$ cat src/rtl/dbg_pkg.sv
// dbg_pkg: shared FSM states, default SOF byte and snapshot source tags for dbg_frame_tx
package dbg_pkg;
  typedef enum logic [2:0] {ST_IDLE, ST_SOF, ST_ID, ST_LEN, ST_PAYLOAD, ST_CSUM, ST_DONE} state_t;
  localparam logic [7:0] FRAME_SOF_DEF = 8'hA5;
  localparam logic [7:0] IF_ID = 8'h01;
  localparam logic [7:0] ID_EX = 8'h02;
  localparam logic [7:0] EX_MEM = 8'h03;
  localparam logic [7:0] MEM_WB = 8'h04;
  localparam logic [7:0] REGS = 8'h05;
  localparam logic [7:0] DMEM = 8'h06;
endpackage

$ cat src/rtl/dbg_frame_tx_if.sv
// dbg_frame_tx_if: debugger command/snapshot inputs and UART TX FIFO handshake of dbg_frame_tx
interface dbg_frame_tx_if #(parameter int DATA_WIDTH = 129);
  logic i_start;
  logic [7:0] i_frame_id;
  logic [DATA_WIDTH-1:0] i_snapshot;
  logic i_tx_full;
  logic [7:0] o_tx_data;
  logic o_tx_wr;
  logic o_busy;
  logic o_done;
  modport master (output i_start, i_frame_id, i_snapshot, i_tx_full, input o_tx_data, o_tx_wr, o_busy, o_done);
  modport slave (input i_start, i_frame_id, i_snapshot, i_tx_full, output o_tx_data, o_tx_wr, o_busy, o_done);
endinterface

$ cat src/rtl/dbg_frame_csum.sv
// dbg_frame_csum: next running frame checksum; XOR by default, CRC-8 (poly 0x07, MSB-first) when DBG_FRAME_CRC8_EN is defined
module dbg_frame_csum (
  input  logic [7:0] csum_i,
  input  logic [7:0] byte_i,
  output logic [7:0] csum_o
);
`ifdef DBG_FRAME_CRC8_EN
  // fold the byte into the CRC one bit per polynomial step, MSB first
  always_comb begin
    csum_o = csum_i ^ byte_i;
    for (int b = 0; b < 8; b++) csum_o = csum_o[7] ? {csum_o[6:0], 1'b0} ^ 8'h07 : {csum_o[6:0], 1'b0};
  end
`else
  assign csum_o = csum_i ^ byte_i;
`endif
endmodule

$ cat src/rtl/dbg_frame_tx.sv
// dbg_frame_tx: serialises a captured snapshot as SOF, ID, LEN, payload (LSB byte first), checksum; CRC-8 checksum with DBG_FRAME_CRC8_EN
module dbg_frame_tx import dbg_pkg::*; #(
  parameter int DATA_WIDTH = 129,
  parameter logic [7:0] FRAME_SOF = FRAME_SOF_DEF
) (
  input logic i_clk,
  input logic i_rst,
  dbg_frame_tx_if.slave bus
);
  localparam int PAYLOAD_BYTES = (DATA_WIDTH + 7) / 8;
  localparam int SW = PAYLOAD_BYTES * 8;
  localparam logic [7:0] LEN = 8'(PAYLOAD_BYTES);
  state_t state_q, state_d;
  logic [SW-1:0] sh_q, sh_d;
  logic [7:0] idx_q, idx_d, id_q, id_d, csum_q, csum_d, data_q, data_d;
  logic [7:0] byte_cur, csum_nx;
  logic wr_q, wr_d, busy_q, busy_d, done_q, done_d, emit;
  assign emit = !bus.i_tx_full && state_q inside {ST_SOF, ST_ID, ST_LEN, ST_PAYLOAD, ST_CSUM};
  assign byte_cur = state_q == ST_SOF ? FRAME_SOF :
                    state_q == ST_ID ? id_q :
                    state_q == ST_LEN ? LEN :
                    state_q == ST_PAYLOAD ? sh_q[7:0] : csum_q;
  dbg_frame_csum u_csum (.csum_i(csum_q), .byte_i(byte_cur), .csum_o(csum_nx));
  // next state: capture on start, one byte per non-full cycle, checksum folds ID/LEN/payload only
  always_comb begin
    state_d = state_q;
    sh_d = sh_q;
    idx_d = idx_q;
    id_d = id_q;
    csum_d = csum_q;
    data_d = emit ? byte_cur : data_q;
    wr_d = emit;
    busy_d = busy_q;
    done_d = 1'b0;
    if (emit && state_q inside {ST_ID, ST_LEN, ST_PAYLOAD}) csum_d = csum_nx;
    case (state_q)
      ST_IDLE: if (bus.i_start) begin
        state_d = ST_SOF;
        sh_d = SW'(bus.i_snapshot);
        id_d = bus.i_frame_id;
        csum_d = '0;
        idx_d = '0;
        busy_d = 1'b1;
      end
      ST_SOF: if (emit) state_d = ST_ID;
      ST_ID: if (emit) state_d = ST_LEN;
      ST_LEN: if (emit) state_d = ST_PAYLOAD;
      ST_PAYLOAD: if (emit) begin
        sh_d = sh_q >> 8;
        idx_d = idx_q == LEN - 8'd1 ? 8'd0 : idx_q + 8'd1;
        state_d = idx_q == LEN - 8'd1 ? ST_CSUM : ST_PAYLOAD;
      end
      ST_CSUM: if (emit) state_d = ST_DONE;
      ST_DONE: begin
        state_d = ST_IDLE;
        busy_d = 1'b0;
        done_d = 1'b1;
      end
      default: state_d = ST_IDLE;
    endcase
  end
  // state and registered outputs; i_rst low clears everything on the next edge
  always_ff @(posedge i_clk) begin
    if (!i_rst) begin
      state_q <= ST_IDLE;
      sh_q <= '0;
      idx_q <= '0;
      id_q <= '0;
      csum_q <= '0;
      data_q <= '0;
      wr_q <= 1'b0;
      busy_q <= 1'b0;
      done_q <= 1'b0;
    end else begin
      state_q <= state_d;
      sh_q <= sh_d;
      idx_q <= idx_d;
      id_q <= id_d;
      csum_q <= csum_d;
      data_q <= data_d;
      wr_q <= wr_d;
      busy_q <= busy_d;
      done_q <= done_d;
    end
  end
  assign bus.o_tx_data = data_q;
  assign bus.o_tx_wr = wr_q;
  assign bus.o_busy = busy_q;
  assign bus.o_done = done_q;
endmodule

$ cat src/flat_wrapper.sv
// flat-port wrapper written by rule: the top's interface ports become plain ports
module dbg_frame_tx_flat import dbg_pkg::*;
#(
  parameter int DATA_WIDTH = 129,
  parameter logic [7:0] FRAME_SOF = FRAME_SOF_DEF
)
  (i_clk, i_rst, bus_i_start, bus_i_frame_id, bus_i_snapshot, bus_i_tx_full, bus_o_tx_data, bus_o_tx_wr, bus_o_busy, bus_o_done);
  dbg_frame_tx_if #(.DATA_WIDTH(DATA_WIDTH)) bus_i ();
  input logic i_clk;
  input logic i_rst;
  input wire logic [$bits(bus_i.i_start)-1:0] bus_i_start;
  input wire logic [$bits(bus_i.i_frame_id)-1:0] bus_i_frame_id;
  input wire logic [$bits(bus_i.i_snapshot)-1:0] bus_i_snapshot;
  input wire logic [$bits(bus_i.i_tx_full)-1:0] bus_i_tx_full;
  output wire logic [$bits(bus_i.o_tx_data)-1:0] bus_o_tx_data;
  output wire logic [$bits(bus_i.o_tx_wr)-1:0] bus_o_tx_wr;
  output wire logic [$bits(bus_i.o_busy)-1:0] bus_o_busy;
  output wire logic [$bits(bus_i.o_done)-1:0] bus_o_done;
  assign bus_i.i_start = bus_i_start;
  assign bus_i.i_frame_id = bus_i_frame_id;
  assign bus_i.i_snapshot = bus_i_snapshot;
  assign bus_i.i_tx_full = bus_i_tx_full;
  assign bus_o_tx_data = bus_i.o_tx_data;
  assign bus_o_tx_wr = bus_i.o_tx_wr;
  assign bus_o_busy = bus_i.o_busy;
  assign bus_o_done = bus_i.o_done;
  dbg_frame_tx #(.DATA_WIDTH(DATA_WIDTH), .FRAME_SOF(FRAME_SOF)) u_core (.i_clk(i_clk), .i_rst(i_rst), .bus(bus_i));
endmodule
$ cat config.mk
export PLATFORM = sky130hd
export DESIGN_NAME = dbg_frame_tx_flat
export DESIGN_NICKNAME = d
export VERILOG_FILES = /design/src/rtl/dbg_pkg.sv /design/src/rtl/dbg_frame_tx_if.sv /design/src/rtl/dbg_frame_csum.sv /design/src/rtl/dbg_frame_tx.sv /design/src/flat_wrapper.sv
export SDC_FILE = /design/constraint.sdc
export NUM_CORES = 1
export LEC_CHECK = 0
export CAP_MARGIN = 5
export CORE_MARGIN = 3
export CORE_UTILIZATION = 57
export CTS_CLUSTER_DIAMETER = 200
export CTS_CLUSTER_SIZE = 20
export DETAILED_ROUTE_END_ITERATION = 10
export DONT_BUFFER_PORTS = 1
export PLACE_DENSITY = 0.81
export REMOVE_ABC_BUFFERS = 1
export SYNTH_ARGS = -nofsm -noshare
export SYNTH_HDL_FRONTEND = slang
export SYNTH_HIERARCHICAL = 1
export SYNTH_SLANG_ARGS = --single-unit
$ cat constraint.sdc
create_clock -name i_clk -period 1.6 [get_ports i_clk]
set_input_delay 0.16 -clock i_clk [delete_from_list [all_inputs] [get_ports i_clk]]
set_output_delay 0.16 -clock i_clk [all_outputs]
set_load 0.02 [all_outputs]
**Yosys cells after proc, flatten, opt, wreduce, memory -nomap -nowiden**

Index checks and enable logic that the tools add are counted.
Widths: inputs -> output; s select.

- Register bits: 174
- Logic and storage cells: 61

- Eq/ne operators: 13
- Add/sub/neg operators: 1
- Multiplexer cells: 25
- Reductions and logical operators: 12
- Bitwise operators: 1

Operator list:

| kind | count |
|---|---|
| $mux 136 | 2 |
| $pmux 136 s2 | 1 |
| $mux 8 | 10 |
| $mux 3 | 6 |
| $pmux 3 s6 | 1 |
| $pmux 8 s2 | 1 |
| $ne 2x1->1 const B | 5 |
| $eq 3x3->1 const B | 3 |
| $add 8x1->8 const B | 1 |
| $eq 8x5->1 const B | 1 |
| $xor 8x8->8 | 1 |
| $eq 3x2->1 const B | 2 |
| $reduce_and 6->1 | 1 |
| $reduce_bool 5->1 | 1 |
| $reduce_and 2->1 | 2 |
| $reduce_bool 2->1 | 2 |
| $eq 3x1->1 const B | 1 |
| $logic_not 3->1 | 1 |
| $mux 1 | 3 |
| $reduce_and 3->1 | 1 |
| $reduce_bool 3->1 | 1 |
| $logic_and 1x1->1 | 2 |
| $ne 2x2->1 const B | 1 |
| $pmux 1 s2 | 1 |
| $logic_not 1->1 | 1 |

**Logic depth before layout (Yosys ltp)**

- Word-level depth: 9
- Mapped depth: 9

**Modules after synthesis**

Netlist, hierarchy kept.

Modules (own cells, without submodules):

| module | sequential area each (um^2) | times used | cells each | area an instance (um^2) |
|---|---|---|---|---|
| dbg_frame_tx | 3343.2 | 1 | 795 | 7457.2 |
| dbg_frame_csum | 0.0 | 1 | 8 | 70.1 |

**Worst setup path before layout**

OpenSTA, ideal clock, no wires.

- Path kind: register to register
- Start point: register u_core.state_q[2]
- End point: register u_core.csum_q[2]
- Data arrival time: 1.596 ns
- Library setup time: 0.121 ns
- Path buffers: 3
- Stages on the path, launching flop included: 10
- Required time: 1.479 ns
- Clock period less this slack: 1.717 ns
- Slack: -0.117 ns
- Path through: dfxtp_1 > buf_2 > buf_2 > buf_2 > mux2i_1 > nand2_1 > and3_1 > xor2_1 > mux2i_1 > nor2_1

- Cells in the longest elaborated chain, start to end: 9

RTL lines:

| element | RTL line | source |
|---|---|---|
| start: declaration | dbg_frame_tx.sv:13 | `state_t state_q, state_d;` |
| start signal: assignment | dbg_frame_tx.sv:75 | `state_q <= state_d;` |
| $eq 3x3->1 | dbg_frame_tx.sv:22 | `state_q == ST_PAYLOAD ? sh_q[7:0] : csum_q;` |
| $mux 8 | dbg_frame_tx.sv:22 |  |
| $mux 8 | dbg_frame_tx.sv:21 | `state_q == ST_LEN ? LEN :` |
| $mux 8 | dbg_frame_tx.sv:20 | `state_q == ST_ID ? id_q :` |
| $mux 8 (*) | dbg_frame_tx.sv:19 | `assign byte_cur = state_q == ST_SOF ? FRAME_SOF :` |
| via u_core.byte_cur[2] | dbg_frame_tx.sv:16 | `logic [7:0] byte_cur, csum_nx;` |
| $xor 8x8->8 (*) | dbg_frame_csum.sv:14 | `assign csum_o = csum_i ^ byte_i;` |
| via u_core.csum_nx[2] | dbg_frame_tx.sv:16 |  |
| $mux 8 (*) | dbg_frame_tx.sv:35 | `if (emit && state_q inside {ST_ID, ST_LEN, ST_PAYLOAD}) csum_d = csum_nx;` |
| $mux 8 | dbg_frame_tx.sv:37 | `ST_IDLE: if (bus.i_start) begin` |
| $mux 8 (*) | dbg_frame_tx.sv:36 | `case (state_q)` |
| end signal: assignment | dbg_frame_tx.sv:79 | `csum_q <= csum_d;` |
| end: declaration | dbg_frame_tx.sv:15 | `logic [7:0] idx_q, idx_d, id_q, id_d, csum_q, csum_d, data_q, data_d;` |

The timed path passes the listed nets; every way through them passes the cells marked *.
A chain may end at the register's enable or synchronous reset.

**Worst setup path after layout**

- Start point: register u_core.state_q[2]
- End point: register u_core.sh_q[39]

- Cells in the longest elaborated chain, start to end: 5

RTL lines:

| element | RTL line | source |
|---|---|---|
| $eq 3x1->1 (tied with other cells) | dbg_frame_tx.sv:18 | `assign emit = !bus.i_tx_full && state_q inside {ST_SOF, ST_ID, ST_LEN, ST_PAYLOAD, ST_CSUM};` |
| $reduce_bool 5->1 | dbg_frame_tx.sv:18 |  |
| $logic_and 1x1->1 | dbg_frame_tx.sv:18 |  |
| $ne 2x1->1 (no source line) | -- |  |
| $reduce_and 3->1 (no source line) | -- |  |
| end signal: assignment | dbg_frame_tx.sv:66 | `sh_q <= '0;` |
| end signal: assignment | dbg_frame_tx.sv:76 | `sh_q <= sh_d;` |
| end: declaration | dbg_frame_tx.sv:14 | `logic [SW-1:0] sh_q, sh_d;` |

Several ways; a longest one is shown, not always the timed one.

==> results.txt <==
* Overall die width: 120.9 µm
* Main combinational cell family by area after synthesis: compound AO/OA/AOI/OAI gates
- Core region area: 12770 µm²
- Worst r2r dst: u_core/sh_q[39]
- The synthesized netlist occupies a cell area of 7527 µm².
- The portion of synthesized area spent on multiplexers is 17.95%.
* Placed wire-length estimate after detailed placement: 11.58 mm
* Synthesized-area fraction occupied by adder cells: 0.3324%
- Power density relative to cell area: 1054 nW/µm²
- Overflow after GRT: 0
* Count of cells along the worst register-to-register path: 5
- Number of distinct library cells after synthesis: 49
- Number of buffers created by CTS: 17
- For this design the static power due to leakage is 4.908 nW.
- The synthesized design contains 167 register bits.
- Max Clk Rate: 0.5557 GHz
- The initial utilization of the core area, before any placement, comes to 58.93%.
* EDFF count, synth: 0
- Cells on Worst Hold Path: 2
- After detailed routing, the number of vias per cell comes to 6.502.
* Crit Path Max Fanout: 14
* Worst Setup Start Kind: register
* Reg-to-reg critical path startpoint: u_core/state_q[2]
- Synthesized area divided by synthesized cell count: 9.374 µm²
- Layout net count: 1120
- Cell taking the most area after synthesis: dfxtp_1
- The worst path uses 112.5% of the clock period.
- Worst EP required: 1920 ps
* Cell chosen for the clock root: clkbuf_16
* Top library cells by usage in the layout, fill and taps aside: 164 x dfxtp_1, 151 x nor2_1, 125 x dlygate4sd3_1
- Post-route worst setup slack: -199.4 ps
- Overall power of the completed layout: 0.01170 W
* Number of antenna violations at the first check in global routing: 1
* Total die area: 14620 µm²
- The via count of the first global-routing pass is 7085.
- Top layer in use: met4
- For this run, the total global-route usage over all layers was measured as 30.27%.
* Met2 Wirelength: 13.85 mm
- Setup Skew: 11.07 ps
- Part of the Yosys area used for sequential elements: 44.41%
- The detailed router put a total of 10.17 mm of wire on met1.
* Post-synth ARST share: 0%
- Total instance count after detailed placement: 951
- The area growth from synthesis to layout is 47.49%.
- In this run the number of H-tree levels came out at 4.
- Status: complete, but fails checks
- STA classifies the critical path endpoint as a register.
- After clock tree synthesis, the clock-pin slew on the worst setup and hold paths is 70 ps.
* Total of endpoints with negative setup slack in the final report: 116
- The worst hold path terminates at u_core/sh_q[27].
* Tightest slew margin relative to the limit: 48.06%
- Leaving out fill and tap cells, the most frequent cell in the layout is dfxtp_1.
- Sorting the synthesized cells by area gives the leading types as dfxtp_1 44%, mux2i_1 18%, a211oi_1 12%.
- The final reports fail on hold timing, setup timing.
* Via total after detailed routing: 7568
- Input and output buffers added on the ports amount to 0.
- Area share of the largest cell type after synthesis: 44.41%
- At the worst endpoint, the arrival time is 2120 ps.
- The most used flip-flop cell after synthesis is dfxtp_1.
- Routability-driven placement finished with a final weighted congestion of 0.8553.
- Least-Margin Pin Slew: 779.2 ps
* Area fraction in and, or, nand and nor cells after synthesis: 12.28%
- Metal3 WL: 2.302 mm
* Post-route DRC: 0
- Fill cell count: 537
* Final count of hold timing violations: 3
- Fraction of final layout cells sized beyond drive strength 1: 23.64%
- Clock sink count: 167
- Hold WS: -6.846 ps
- Row generation in the floorplan step produced 41 rows.
* Compound-Gate Fraction of Synth Area: 18.04%
- The worst setup path is of the reg2reg kind.
- In this run the most critical hold path is launched from bus_i_snapshot[27].
- Number of max-slew violations in the final report: 0
- The Yosys step of the flow raised 6 warnings.
* Worst IR Drop VDD: 0.0008298 V
* Die outline height: 120.9 µm
- Tightest Hold Check Type: in2reg
- Pin count of the biggest net entering global routing: 82
- The detail route stage leaves a number of antenna-violating nets equal to 0.
* R2r setup slk: -200 ps
- After the flow finishes, the layout carries non-filler instances totaling 1164.
- Clock period minus worst slack: 1799 ps
- The longest clock path from root to sink contains 2 buffers.
- TritonCTS built the clock tree.
* Startpoint of the worst setup timing path: u_core/state_q[2]
* Max-cap check violation count: 0
* Post-detailed-route wirelength per cell: 24.13 µm
- Number of DRC markers after the initial detailed-route iteration: 777
- First-pass detailed-route iteration total: 6
* Cells after Synth: 803
- Setup repair after global routing could not meet its margin everywhere.
- XOR/XNOR share of the synthesized area: 1.745%
- Worst-skew pair later-pin latency: 440 ps
- During I/O placement, the number of pins put on the boundary was 152.
- The first global-routing pass estimated 35.22 mm of wire.
- Routed wire length: 28.08 mm
==> cell families after synthesis <==
kind of cell               count (synthesis)
muxes                                    135
AOI/OAI and AO/OA                        187
DFF                                      167
xor gates and xnor gates                  15
buffers and inverters                     75
and+or+nand+nor                          222
adders and majority gates                  2
==> per-stage QoR <==
stage	hold slack [ps]	util (%)	cell area, µm²	setup slack (ps)	setup TNS, ps
final	-6.846	86.91	11100	-199.4	-7839
after global routing	-1.242	86.89	11100	-220.0	-13400
after CTS	0.3113	77.41	9888	-65.40	-1130
after detailed placement	307.0	61.33	7834	-164.2	-8450
after global placement	294.0	61.33	7834	-49.52	-834.5
after floorplan	282.7	-	7156	-4486	-601830
==> power breakdown <==
group,internal [W],switching (W)
Combinational,0.00123,0.00127
Sequential,0.00456,0.000325
Clock,0.00251,0.00182
==> registers in the layout, indices dropped and copies added (netlist names) <==
| register | cells |
|---|---|
| u_core/bus.o_busy | 1 |
| u_core/bus.o_done | 1 |
| u_core/bus.o_tx_data | 8 |
| u_core/bus.o_tx_wr | 1 |
| u_core/csum_q | 8 |
| u_core/id_q | 8 |
| u_core/idx_q | 8 |
| u_core/sh_q | 129 |
| u_core/state_q | 3 |
==> layout make-up <==
type,instances,area (µm²),area share [%]
multi-input cells,564,4287,38.61
flip-flops and latches,167,3354,30.22
repair buffers,221,2597,23.40
clock buffers,18,439.2,3.956
well taps,172,215.2,1.938
clock inverters,14,175.2,1.578
inverters,6,28.78,0.2592
diodes,2,5.005,0.04508
==> critical path: stages, from the launching register on <==
cell and delay (ps):
dfxtp_4 430, or3b_4 450, buf_12 170, buf_12 150
mux2i_1 140, a211oi_1 330
==> per-layer routing <==
metal  vias to the layer above  GRT usage [%]
li1                       3255              -
met1                      3615          33.87
met2                       539          55.09
met3                       159          6.760
met4                         0          12.61
met5                         -              0
==> repair_timing <==
| action | CTS | global route |
|---|---|---|
| setup endpoints to repair | 149 | 162 |
| pin swaps | 27 | 40 |
| hold buffers | 125 | 0 |
| gates resized for setup | 28 | 127 |
| gates cloned | 4 | 21 |
| hold endpoints to repair | 131 | 0 |
| buffers inserted | 4 | 25 |
==> worst max-delay path by stage <==
stage	endpoint	slack [ps]	cells past startpoint
after detailed placement	u_core/csum_q[0]	-160	7
after CTS	u_core/sh_q[95]	-70	5
after floorplan	u_core/sh_q[119]	-4490	3
final	u_core/sh_q[39]	-200	5
after global placement	u_core/csum_q[0]	-50	7
after global routing	u_core/sh_q[96]	-220	5
==> synthesized netlist by cell type, types with 2 or more instances <==
library cell	count
xor2_1	14
and2_1	3
o221ai_1	3
a22oi_1	11
buf_6	4
nor2b_1	7
nor3b_1	2
nand4_1	3
buf_4	11
a211oi_1	120
clkbuf_1	21
o21ai_0	12
nor2_1	155
inv_1	5
buf_2	33
nand2b_1	4
nand2_1	34
nand3_1	3
ha_1	2
a21oi_1	18
o211ai_1	3
o2111ai_1	2
dfxtp_1	167
o21ba_2	4
and3_1	4
mux2i_1	135
Note: power is estimated with default switching activity, not from simulation.
